==> config.mk <==
export PLATFORM = sky130hd
export DESIGN_NAME = spi_master
export DESIGN_NICKNAME = d
export VERILOG_FILES = /design/src/rtl/spi_pkg.sv /design/src/rtl/spi_clk_div.sv /design/src/rtl/spi_master.sv
export SDC_FILE = /design/constraint.sdc
export NUM_CORES = 1
export LEC_CHECK = 0
export CAP_MARGIN = 30
export CORE_MARGIN = 5
export CORE_UTILIZATION = 58
export DETAILED_ROUTE_END_ITERATION = 7
export PLACE_DENSITY = 0.95
export SLEW_MARGIN = 10
export SYNTH_ARGS = -nofsm -noshare
export SYNTH_HDL_FRONTEND = slang
export SYNTH_SLANG_ARGS = --single-unit
==> constraint.sdc <==
create_clock -name clk -period 2.89 [get_ports clk]
set_input_delay 0.289 -clock clk [delete_from_list [all_inputs] [get_ports clk]]
set_output_delay 0.289 -clock clk [all_outputs]
set_load 0.01 [all_outputs]
==> src/rtl/spi_pkg.sv <==
// ---------------------------------------------------------------------------
// spi_pkg
// Shared definitions for the SPI master.
//   SPI_DATA_W      : default frame width in bits.
//   spi_mst_state_t : master FSM state encoding.
// ---------------------------------------------------------------------------
package spi_pkg;

    localparam int SPI_DATA_W = 32;

    typedef enum logic [2:0] {
        IDLE  = 3'd0,
        SETUP = 3'd1,
        XFER  = 3'd2,
        HOLD  = 3'd3,
        GAP   = 3'd4
    } spi_mst_state_t;

endpackage

==> src/rtl/spi_clk_div.sv <==
// ---------------------------------------------------------------------------
// spi_clk_div
// Half-period down-counter for the SPI master. It produces one tick per
// HALF_DIV enabled cycles. The count reloads itself on every tick, so
// consecutive half-periods follow each other with no extra cycle.
// Ports:
//   clk      : system clock
//   rst_n    : synchronous active-low reset
//   load     : restart the half-period (wins over en)
//   en       : count this cycle
//   tick     : 1-cycle pulse on terminal count (count == 0 while enabled)
//   pre_tick : the cycle before a tick (count == 1 while enabled)
// ---------------------------------------------------------------------------
module spi_clk_div #(
    parameter int HALF_DIV = 4
) (
    input  logic clk,
    input  logic rst_n,
    input  logic load,
    input  logic en,
    output logic tick,
    output logic pre_tick
);

    localparam int CNT_W = $clog2(HALF_DIV);
    localparam logic [CNT_W-1:0] RELOAD = CNT_W'(HALF_DIV - 1);
    localparam logic [CNT_W-1:0] ONE    = CNT_W'(1);

    logic [CNT_W-1:0] cnt;

    assign tick     = en && (cnt == '0);
    assign pre_tick = en && (cnt == ONE);

    always_ff @(posedge clk) begin
        if (!rst_n) begin
            cnt <= '0;
        end else if (load) begin
            cnt <= RELOAD;
        end else if (en) begin
            if (cnt == '0) begin
                cnt <= RELOAD;
            end else begin
                cnt <= cnt - ONE;
            end
        end
    end

endmodule

==> src/rtl/spi_master.sv <==
// ---------------------------------------------------------------------------
// spi_master
// SPI mode 0 (CPOL=0, CPHA=0) master. It accepts one word on a valid/ready
// handshake, shifts it out MSB first on mosi and captures miso into rx_data.
//
// Handshake: a word is taken on any clk edge where tx_valid && tx_ready are
// both high. tx_data must be stable while tx_valid is high, and tx_valid is
// ignored while tx_ready is low. rx_valid is a 1-cycle pulse and has no
// back-pressure. rx_data holds until the next frame completes.
//
// Ports:
//   clk, rst_n          : clock, synchronous active-low reset
//   tx_data/valid/ready : word to transmit, handshake
//   rx_data/rx_valid    : captured word, 1-cycle strobe
//   busy                : high from the handshake until the FSM returns to IDLE
//   sck, cs_n, mosi     : SPI outputs (sck idles low, cs_n active low)
//   miso                : SPI input
//
// Build option: define SPI_MASTER_BURST_EN to also raise tx_ready on the last
// HOLD cycle. A word taken on that cycle keeps cs_n low and starts a new
// frame straight away.
//
// Frame timing: a low half-period in SETUP, then DATA_W high and DATA_W low
// half-periods in XFER (the low half after the last falling edge belongs to
// XFER), then a low half-period in HOLD. cs_n is low for
// HALF_DIV*(2*DATA_W+2) cycles.
// ---------------------------------------------------------------------------
module spi_master
    import spi_pkg::*;
#(
    parameter int DATA_W   = SPI_DATA_W,
    parameter int HALF_DIV = 4,
    parameter int CS_GAP   = 4
) (
    input  logic              clk,
    input  logic              rst_n,
    input  logic [DATA_W-1:0] tx_data,
    input  logic              tx_valid,
    output logic              tx_ready,
    output logic [DATA_W-1:0] rx_data,
    output logic              rx_valid,
    output logic              busy,
    output logic              sck,
    output logic              cs_n,
    output logic              mosi,
    input  logic              miso
);

`ifdef SPI_MASTER_BURST_EN
    localparam bit BURST_EN = 1'b1;
`else
    localparam bit BURST_EN = 1'b0;
`endif

    localparam logic [2:0] S_IDLE  = IDLE;
    localparam logic [2:0] S_SETUP = SETUP;
    localparam logic [2:0] S_XFER  = XFER;
    localparam logic [2:0] S_HOLD  = HOLD;
    localparam logic [2:0] S_GAP   = GAP;

    localparam int BIT_W = $clog2(DATA_W + 1);
    localparam int GAP_W = (CS_GAP > 1) ? $clog2(CS_GAP) : 1;
    localparam logic [BIT_W-1:0] LAST_BIT = BIT_W'(DATA_W);
    localparam logic [BIT_W-1:0] PEN_BIT  = BIT_W'(DATA_W - 1);
    localparam logic [GAP_W-1:0] GAP_LAST = GAP_W'(CS_GAP - 1);

    logic [2:0]        state;
    logic [DATA_W-1:0] tx_sr;
    logic [DATA_W-1:0] rx_sr;
    logic [BIT_W-1:0]  bit_cnt;
    logic [GAP_W-1:0]  gap_cnt;
    logic              take;
    logic              div_en;
    logic              tick;
    logic              pre_tick;

    // tx_ready is only ever high in IDLE or, in burst builds, on the last
    // HOLD cycle, so this is the complete acceptance condition.
    assign take   = tx_valid && tx_ready;
    assign div_en = (state == S_SETUP) || (state == S_XFER) || (state == S_HOLD);

    spi_clk_div #(
        .HALF_DIV (HALF_DIV)
    ) u_clk_div (
        .clk      (clk),
        .rst_n    (rst_n),
        .load     (take),
        .en       (div_en),
        .tick     (tick),
        .pre_tick (pre_tick)
    );

    always_ff @(posedge clk) begin
        if (!rst_n) begin
            state    <= S_IDLE;
            tx_sr    <= '0;
            rx_sr    <= '0;
            bit_cnt  <= '0;
            gap_cnt  <= '0;
            tx_ready <= 1'b0;
            rx_data  <= '0;
            rx_valid <= 1'b0;
            busy     <= 1'b0;
            sck      <= 1'b0;
            cs_n     <= 1'b1;
            mosi     <= 1'b0;
        end else begin
            rx_valid <= 1'b0;
            case (state)
                S_IDLE: begin
                    tx_ready <= 1'b1;
                    busy     <= 1'b0;
                    if (take) begin
                        tx_sr    <= tx_data;
                        mosi     <= tx_data[DATA_W-1];
                        bit_cnt  <= '0;
                        cs_n     <= 1'b0;
                        busy     <= 1'b1;
                        tx_ready <= 1'b0;
                        state    <= S_SETUP;
                    end
                end

                S_SETUP: begin
                    if (tick) begin
                        sck   <= 1'b1;
                        state <= S_XFER;
                    end
                end

                S_XFER: begin
                    if (tick) begin
                        if (sck) begin
                            // Falling edge: capture miso, then present the
                            // next bit unless this was the last one.
                            sck     <= 1'b0;
                            rx_sr   <= {rx_sr[DATA_W-2:0], miso};
                            bit_cnt <= bit_cnt + 1'b1;
                            if (bit_cnt != PEN_BIT) begin
                                tx_sr <= tx_sr << 1;
                                mosi  <= tx_sr[DATA_W-2];
                            end
                        end else if (bit_cnt == LAST_BIT) begin
                            state <= S_HOLD;
                        end else begin
                            sck <= 1'b1;
                        end
                    end
                end

                S_HOLD: begin
                    if (BURST_EN && pre_tick) begin
                        tx_ready <= 1'b1;
                    end
                    if (tick) begin
                        rx_data  <= rx_sr;
                        rx_valid <= 1'b1;
                        tx_ready <= 1'b0;
                        if (take) begin
                            // Burst continuation: cs_n stays low.
                            tx_sr   <= tx_data;
                            mosi    <= tx_data[DATA_W-1];
                            bit_cnt <= '0;
                            state   <= S_SETUP;
                        end else begin
                            cs_n    <= 1'b1;
                            gap_cnt <= '0;
                            state   <= S_GAP;
                        end
                    end
                end

                S_GAP: begin
                    if (gap_cnt == GAP_LAST) begin
                        state    <= S_IDLE;
                        tx_ready <= 1'b1;
                        busy     <= 1'b0;
                    end else begin
                        gap_cnt <= gap_cnt + 1'b1;
                    end
                end

                default: begin
                    state <= S_IDLE;
                end
            endcase
        end
    end

endmodule
# Word-level counts from Yosys, hierarchy flattened
# Cells that the tools add are included.
[op_classes]
add_sub_neg = 3
n_eq_ne = 18
mux = 50
reduce_logical = 24
[ops]
columns = ["op", "n"]
rows = [
  ["32-bit two-way mux", 5],
  ["32-bit one-hot mux with 3 select lines", 1],
  ["3-bit two-way mux", 8],
  ["6-bit two-way mux", 4],
  ["1-bit two-way mux", 18],
  ["2-bit != test (second input constant)", 9],
  ["6-bit one-hot mux with 3 select lines", 1],
  ["3-bit one-hot mux with 5 select lines", 1],
  ["2-bit two-way mux", 6],
  ["4-bit AND reduction", 3],
  ["2-bit nonzero test", 5],
  ["3-bit AND reduction", 3],
  ["7-bit AND reduction", 1],
  ["6-bit by 1-bit adder with 6-bit output (second input constant)", 1],
  ["3-bit by 2-bit equality test with 1-bit output (second input constant)", 2],
  ["6-bit equality test (second input constant)", 1],
  ["6-bit by 5-bit != test with 1-bit output (second input constant)", 1],
  ["1-bit one-hot mux with 2 select lines", 3],
  ["1-bit one-hot mux with 3 select lines", 2],
  ["2-bit AND reduction", 3],
  ["3-bit nonzero test", 2],
  ["5-bit AND reduction", 1],
  ["2-bit by 1-bit != test with 1-bit output (second input constant)", 2],
  ["2-bit one-hot mux with 2 select lines", 1],
  ["other kinds (9)", 11],
]
[word_totals]
register_bits = 115
input_bits = 36
out_inout_bits = 38

# Depth between registers and ports, before layout
[logic_depth]
ltp_word = 6
mapped_depth = 10
mapped_depth_nobuf = 6

# Modules after synthesis
# From an unflattened synthesis, not the netlist that was laid out.
[unflattened]
hier_cells = 555
hier_area_um2 = 4715.8
[by_module_without_submodules]
columns = ["mod", "n_inst", "cells_each", "area_per_inst_um2"]
rows = [
  ["spi_master", 1, 542, 4593.2],
  ["spi_clk_div", 1, 13, 122.6],
]

# Least setup slack after synthesis
# OpenSTA, ideal clock, no wires.
[synth_path]
kind = "reg2reg"
from = "register u_clk_div.cnt[0]"
to = "register bit_cnt[5]"
setup_ps = 73
t_arrival_ps = 1688
t_required_ps = 2817
path_slack_ps = 1128
stages_incl_launch_ff = 10
period_less_slack_ps = 1762
cell_sequence = "dfxtp_1 > inv_1 > ha_1 > buf_2 > nand2b_4 > buf_6 > or2_1 > buf_2 > o41a_1 > o22ai_2"
[synth_via]
elab_chain_len = 4
[synth_lines]
columns = ["element", "line_no", "rtl"]
rows = [
  ["from (decl)", "spi_clk_div.sv:29", "logic [CNT_W-1:0] cnt;"],
  ["from (signal assigned)", "spi_clk_div.sv:43", "cnt <= cnt - ONE;"],
  ["2-bit zero test *", "spi_clk_div.sv:31", "assign tick = en && (cnt == '0);"],
  ["1-bit logical AND *", "spi_clk_div.sv:31", ""],
  ["2-bit != test (no source line)", "n/a", ""],
  ["4-bit AND reduction (no source line) *", "n/a", ""],
  ["to (signal assigned)", "spi_master.sv:138", "bit_cnt <= bit_cnt + 1'b1;"],
  ["to (decl)", "spi_master.sv:70", "logic [BIT_W-1:0] bit_cnt;"],
]
# Mark *: on every way between the ends. The rest lies on a longest branch, timed or not.
# A chain may end at the register's enable or synchronous reset.

# Worst setup path after layout
[layout_path]
from = "register state[1]"
to = "register tx_sr[14]"
[layout_via]
elab_chain_len = 6
[layout_lines]
columns = ["element", "line_no", "rtl"]
rows = [
  ["from (decl)", "spi_master.sv:67", "logic [2:0] state;"],
  ["from (signal assigned)", "spi_master.sv:95", "state <= S_IDLE;"],
  ["from (signal assigned)", "spi_master.sv:120", "state <= S_SETUP;"],
  ["from (signal assigned)", "spi_master.sv:127", "state <= S_XFER;"],
  ["3-bit by 1-bit equality test with 1-bit output or 3-bit by 2-bit equality test with 1-bit output (tied branches)", "spi_master.sv:80, spi_master.sv:109", ""],
  ["1-bit logical OR (2 in series)", "spi_master.sv:80", "assign div_en = (state == S_SETUP) || (state == S_XFER) || (state == S_HOLD);"],
  ["1-bit logical AND", "spi_clk_div.sv:31", ""],
  ["2-bit != test (no source line)", "n/a", ""],
  ["5-bit AND reduction (no source line)", "n/a", ""],
  ["to (signal assigned)", "spi_master.sv:114", "tx_sr <= tx_data;"],
  ["to (signal assigned)", "spi_master.sv:140", "tx_sr <= tx_sr << 1;"],
  ["to (signal assigned)", "spi_master.sv:161", "tx_sr <= tx_data;"],
  ["to (decl)", "spi_master.sv:68", "logic [DATA_W-1:0] tx_sr;"],
]
# Several ways; a longest one is shown, not always the timed one.

==> results.sh <==
export IMPL_drive_gt1_share_pct=13.0
export IMPL_critPathLaunch="state[1]"
export IMPL_synth_avg_cell_area_um2=8.84
export IMPL_wl_um=11700
export IMPL_synth_edf_count=0
export IMPL_crit_path_max_fanout=32
export IMPL_cp_required_ps=3260
export IMPL_rows=33
export IMPL_port_buffers=73
export IMPL_io_pin_count=74
export IMPL_grt_ovfl_total=0
export IMPL_yosysWarnings=0
export IMPL_end_kind="flop"
export IMPL_crit_end="tx_sr[14]"
export IMPL_p_leak_nw=2.03
export IMPL_timing_rr_end="tx_sr[14]"
export IMPL_cts_sinks=114
export IMPL_rsz0062_at_grt="false"
export IMPL_grt_pass1_vias=4067
export IMPL_final_max_slew_viol_count=0
export IMPL_antenna_left=0
export IMPL_cts_tree="built"
export IMPL_slew_headroom_pct=55.7
export IMPL_route_detailed_drc=0
export IMPL_start_kind="flop"
export IMPL_die_height_um=101
export IMPL_hold_viol_final=0
export IMPL_crit_type="flop to flop"
export IMPL_cts_root_buf="clkbuf_8"
export IMPL_core_um2=8130
export IMPL_r2r_start="state[1]"
export IMPL_layout_area_overhead_vs_synth_pct=28.1
export IMPL_clk_latency_ps=520
export IMPL_die_area_um2=10200
export IMPL_grt_pass1_wl_um=19300
export IMPL_diodes=0
export IMPL_synthArstFlopShare_pct=0
export IMPL_syn_inst=545
export IMPL_cap_viol_max_count=0
export IMPL_hold_ws_ps=368
export IMPL_setup_tns_ps=0
export IMPL_drt_initial_drc_count=241
export IMPL_fin_area_um2=6170
export IMPL_antenna_found_initial=0
export IMPL_skew_ps=7.97
export IMPL_ys_seq_elements=114
export IMPL_synthDistinctLibCells=46
export IMPL_die_w_um=101
export IMPL_status="finished clean"
export IMPL_cts_setup_buffers=0
export IMPL_grt_total_usage_pct=23.5
export IMPL_fmax_mhz=448
export IMPL_fin_nets=641
export IMPL_cts_buffer_depth=2
export IMPL_cts_buffers=17
export IMPL_fin_crit_sh_pct=77.2
export IMPL_synth_seq_area_share_pct=47.4
export IMPL_final_cells=719
export IMPL_syn_num_nets=585
export IMPL_gp_congestion=0.790
export IMPL_min_path_type="input port to flop"
export IMPL_cts_repair_resized=0
export IMPL_powerDensity_nw_per_um2=718
export IMPL_cp_arrival_ps=2600
export IMPL_path_clk_slew_ps=60
export IMPL_finalSetupViolCount=0
export IMPL_synth_cell_area_um2=4820
export IMPL_synthFlopType="dfxtp_1"
export IMPL_initial_core_util_pct=59.2
export IMPL_vias=4122
export IMPL_vdd_drop_max_uv=400
export IMPL_rrSetupSlack_ps=660
export IMPL_placed_area_um2=5560
export IMPL_wl_per_cell_um=16.3
export IMPL_setup_slack_ps=658
export IMPL_post_place_ws_ps=642
export IMPL_worst_pin_slew_ps=664
export IMPL_reg2reg_depth=5
export IMPL_htreeDepth=4
export IMPL_ctsHoldBuffers=0
export IMPL_dp_hpwl_um=7140
export IMPL_fin_crit_ps=2230
export IMPL_viasPerCell=5.73
export IMPL_drt_pass1_iter_count=5
export IMPL_grt_max_degree=80
export IMPL_numPlacedInstances=687
-- layout by cell type, fill, tap and decap left out, drive strengths merged, types with 2 or more instances in the layout --
master / instances
nand2: 143
dfxtp: 114
a21oi: 101
clkdlybuf4s50: 73
mux2i: 32
a211oi: 31
clkbuf: 17
inv: 12
buf: 11
o21ai: 9
nor2: 9
nand3: 7
nor4b: 4
a31oi: 4
ha: 4
clkinv: 4
nor3: 3
bufinv: 3
o32ai: 3
and2: 2
xor2: 2
o31ai: 2
clkinvlp: 2
-- report_power, final --
| group | internal (W) | switching, W |
|---|---|---|
| logic | 0.000247 | 0.000317 |
| registers | 0.00166 | 0.0000716 |
| clock network | 0.00134 | 0.000799 |
-- state kept, by name, summed over array words and instances (netlist names) --
register       flops
mosi               1
cs_n               1
bit_cnt            6
sck                1
busy               1
u_clk_div.cnt      2
rx_valid           1
rx_data           32
rx_sr             32
tx_sr             31
gap_cnt            2
tx_ready           1
state              3
-- metal layers --
metal / GRT usage [%] / routed length [um] / vias up
met5: 0 / 0 / -
met4: 7.36 / 208 / 0
met3: 6.82 / 664 / 27
li1: - / - / 2003
met1: 27.7 / 4840 / 1958
met2: 41.2 / 5980 / 134
-- area by class of cell --
| class | count | area (um2) |
|---|---|---|
| well taps | 105 | 131 |
| multi-input cells | 378 | 2300 |
| clock inverters | 15 | 195 |
| clock buffers | 17 | 414 |
| inverters | 6 | 23.8 |
| repair buffers | 84 | 826 |
| flip-flops and latches | 114 | 2280 |
| fillers | 524 | 1970 |
-- critical path, stage by stage (launching register included) --
cell and delay (ps):
dfxtp_1 710, nand3b_1 390, o32ai_4 230, and2_1 170, buf_4 420, a211oi_2 160
-- per-stage QoR --
step | utilization [%] | power (W)
4_1_cts | 75.8 | 0.00444
3_5_place_dp | 68.3 | 0.00231
6_report | 75.8 | 0.00443
5_1_grt | 75.8 | 0.00460
3_3_place_gp | 68.3 | 0.00227
2_1_floorplan | - | 0.00217
-- logic make-up (layout without fill, tap and decap cells) --
logic type	after synthesis	after routing	share of synthesized area, %
AND/OR/NAND/NOR	181	181	16.2
AO/OA/AOI/OAI	159	159	23.0
flip-flops	114	114	47.4
buffers and inverters	53	122	5.38
multiplexers	32	32	6.65
adder cells (fa/ha/maj)	4	4	1.04
XOR/XNOR	2	2	0.364
-- synthesized netlist by cell type, types with 2 or more instances --
cell	count	share of area, %
buf_6	5	1.2
nor4b_1	4	0.73
dfxtp_1	114	47
a211oi_2	29	7.5
xor2_1	2	0.36
inv_1	5	0.39
and2_1	2	0.26
o21ai_0	9	0.93
nor3_1	3	0.31
nand2_1	143	11
mux2i_1	32	6.6
ha_1	4	1.0
buf_2	12	1.2
nand3_1	7	0.73
o32ai_1	2	0.36
a31oi_1	4	0.52
o31ai_1	2	0.31
a211oi_1	2	0.31
buf_4	2	0.31
a21oi_1	101	10
nor2_1	9	0.70
clkbuf_1	28	2.2
-- worst min-delay path by stage --
| stage | to | start | cells past startpoint |
|---|---|---|---|
| after CTS | rx_sr[0] | miso | 3 |
| after floorplan | rx_sr[0] | miso | 2 |
| final | rx_sr[0] | miso | 3 |
| after global routing | rx_sr[0] | miso | 3 |
| after detailed placement | rx_data[18] | rx_data[18] | 2 |
| after global placement | rx_data[6] | rx_data[6] | 2 |
No activity file was read; power rests on OpenSTA's default activity.
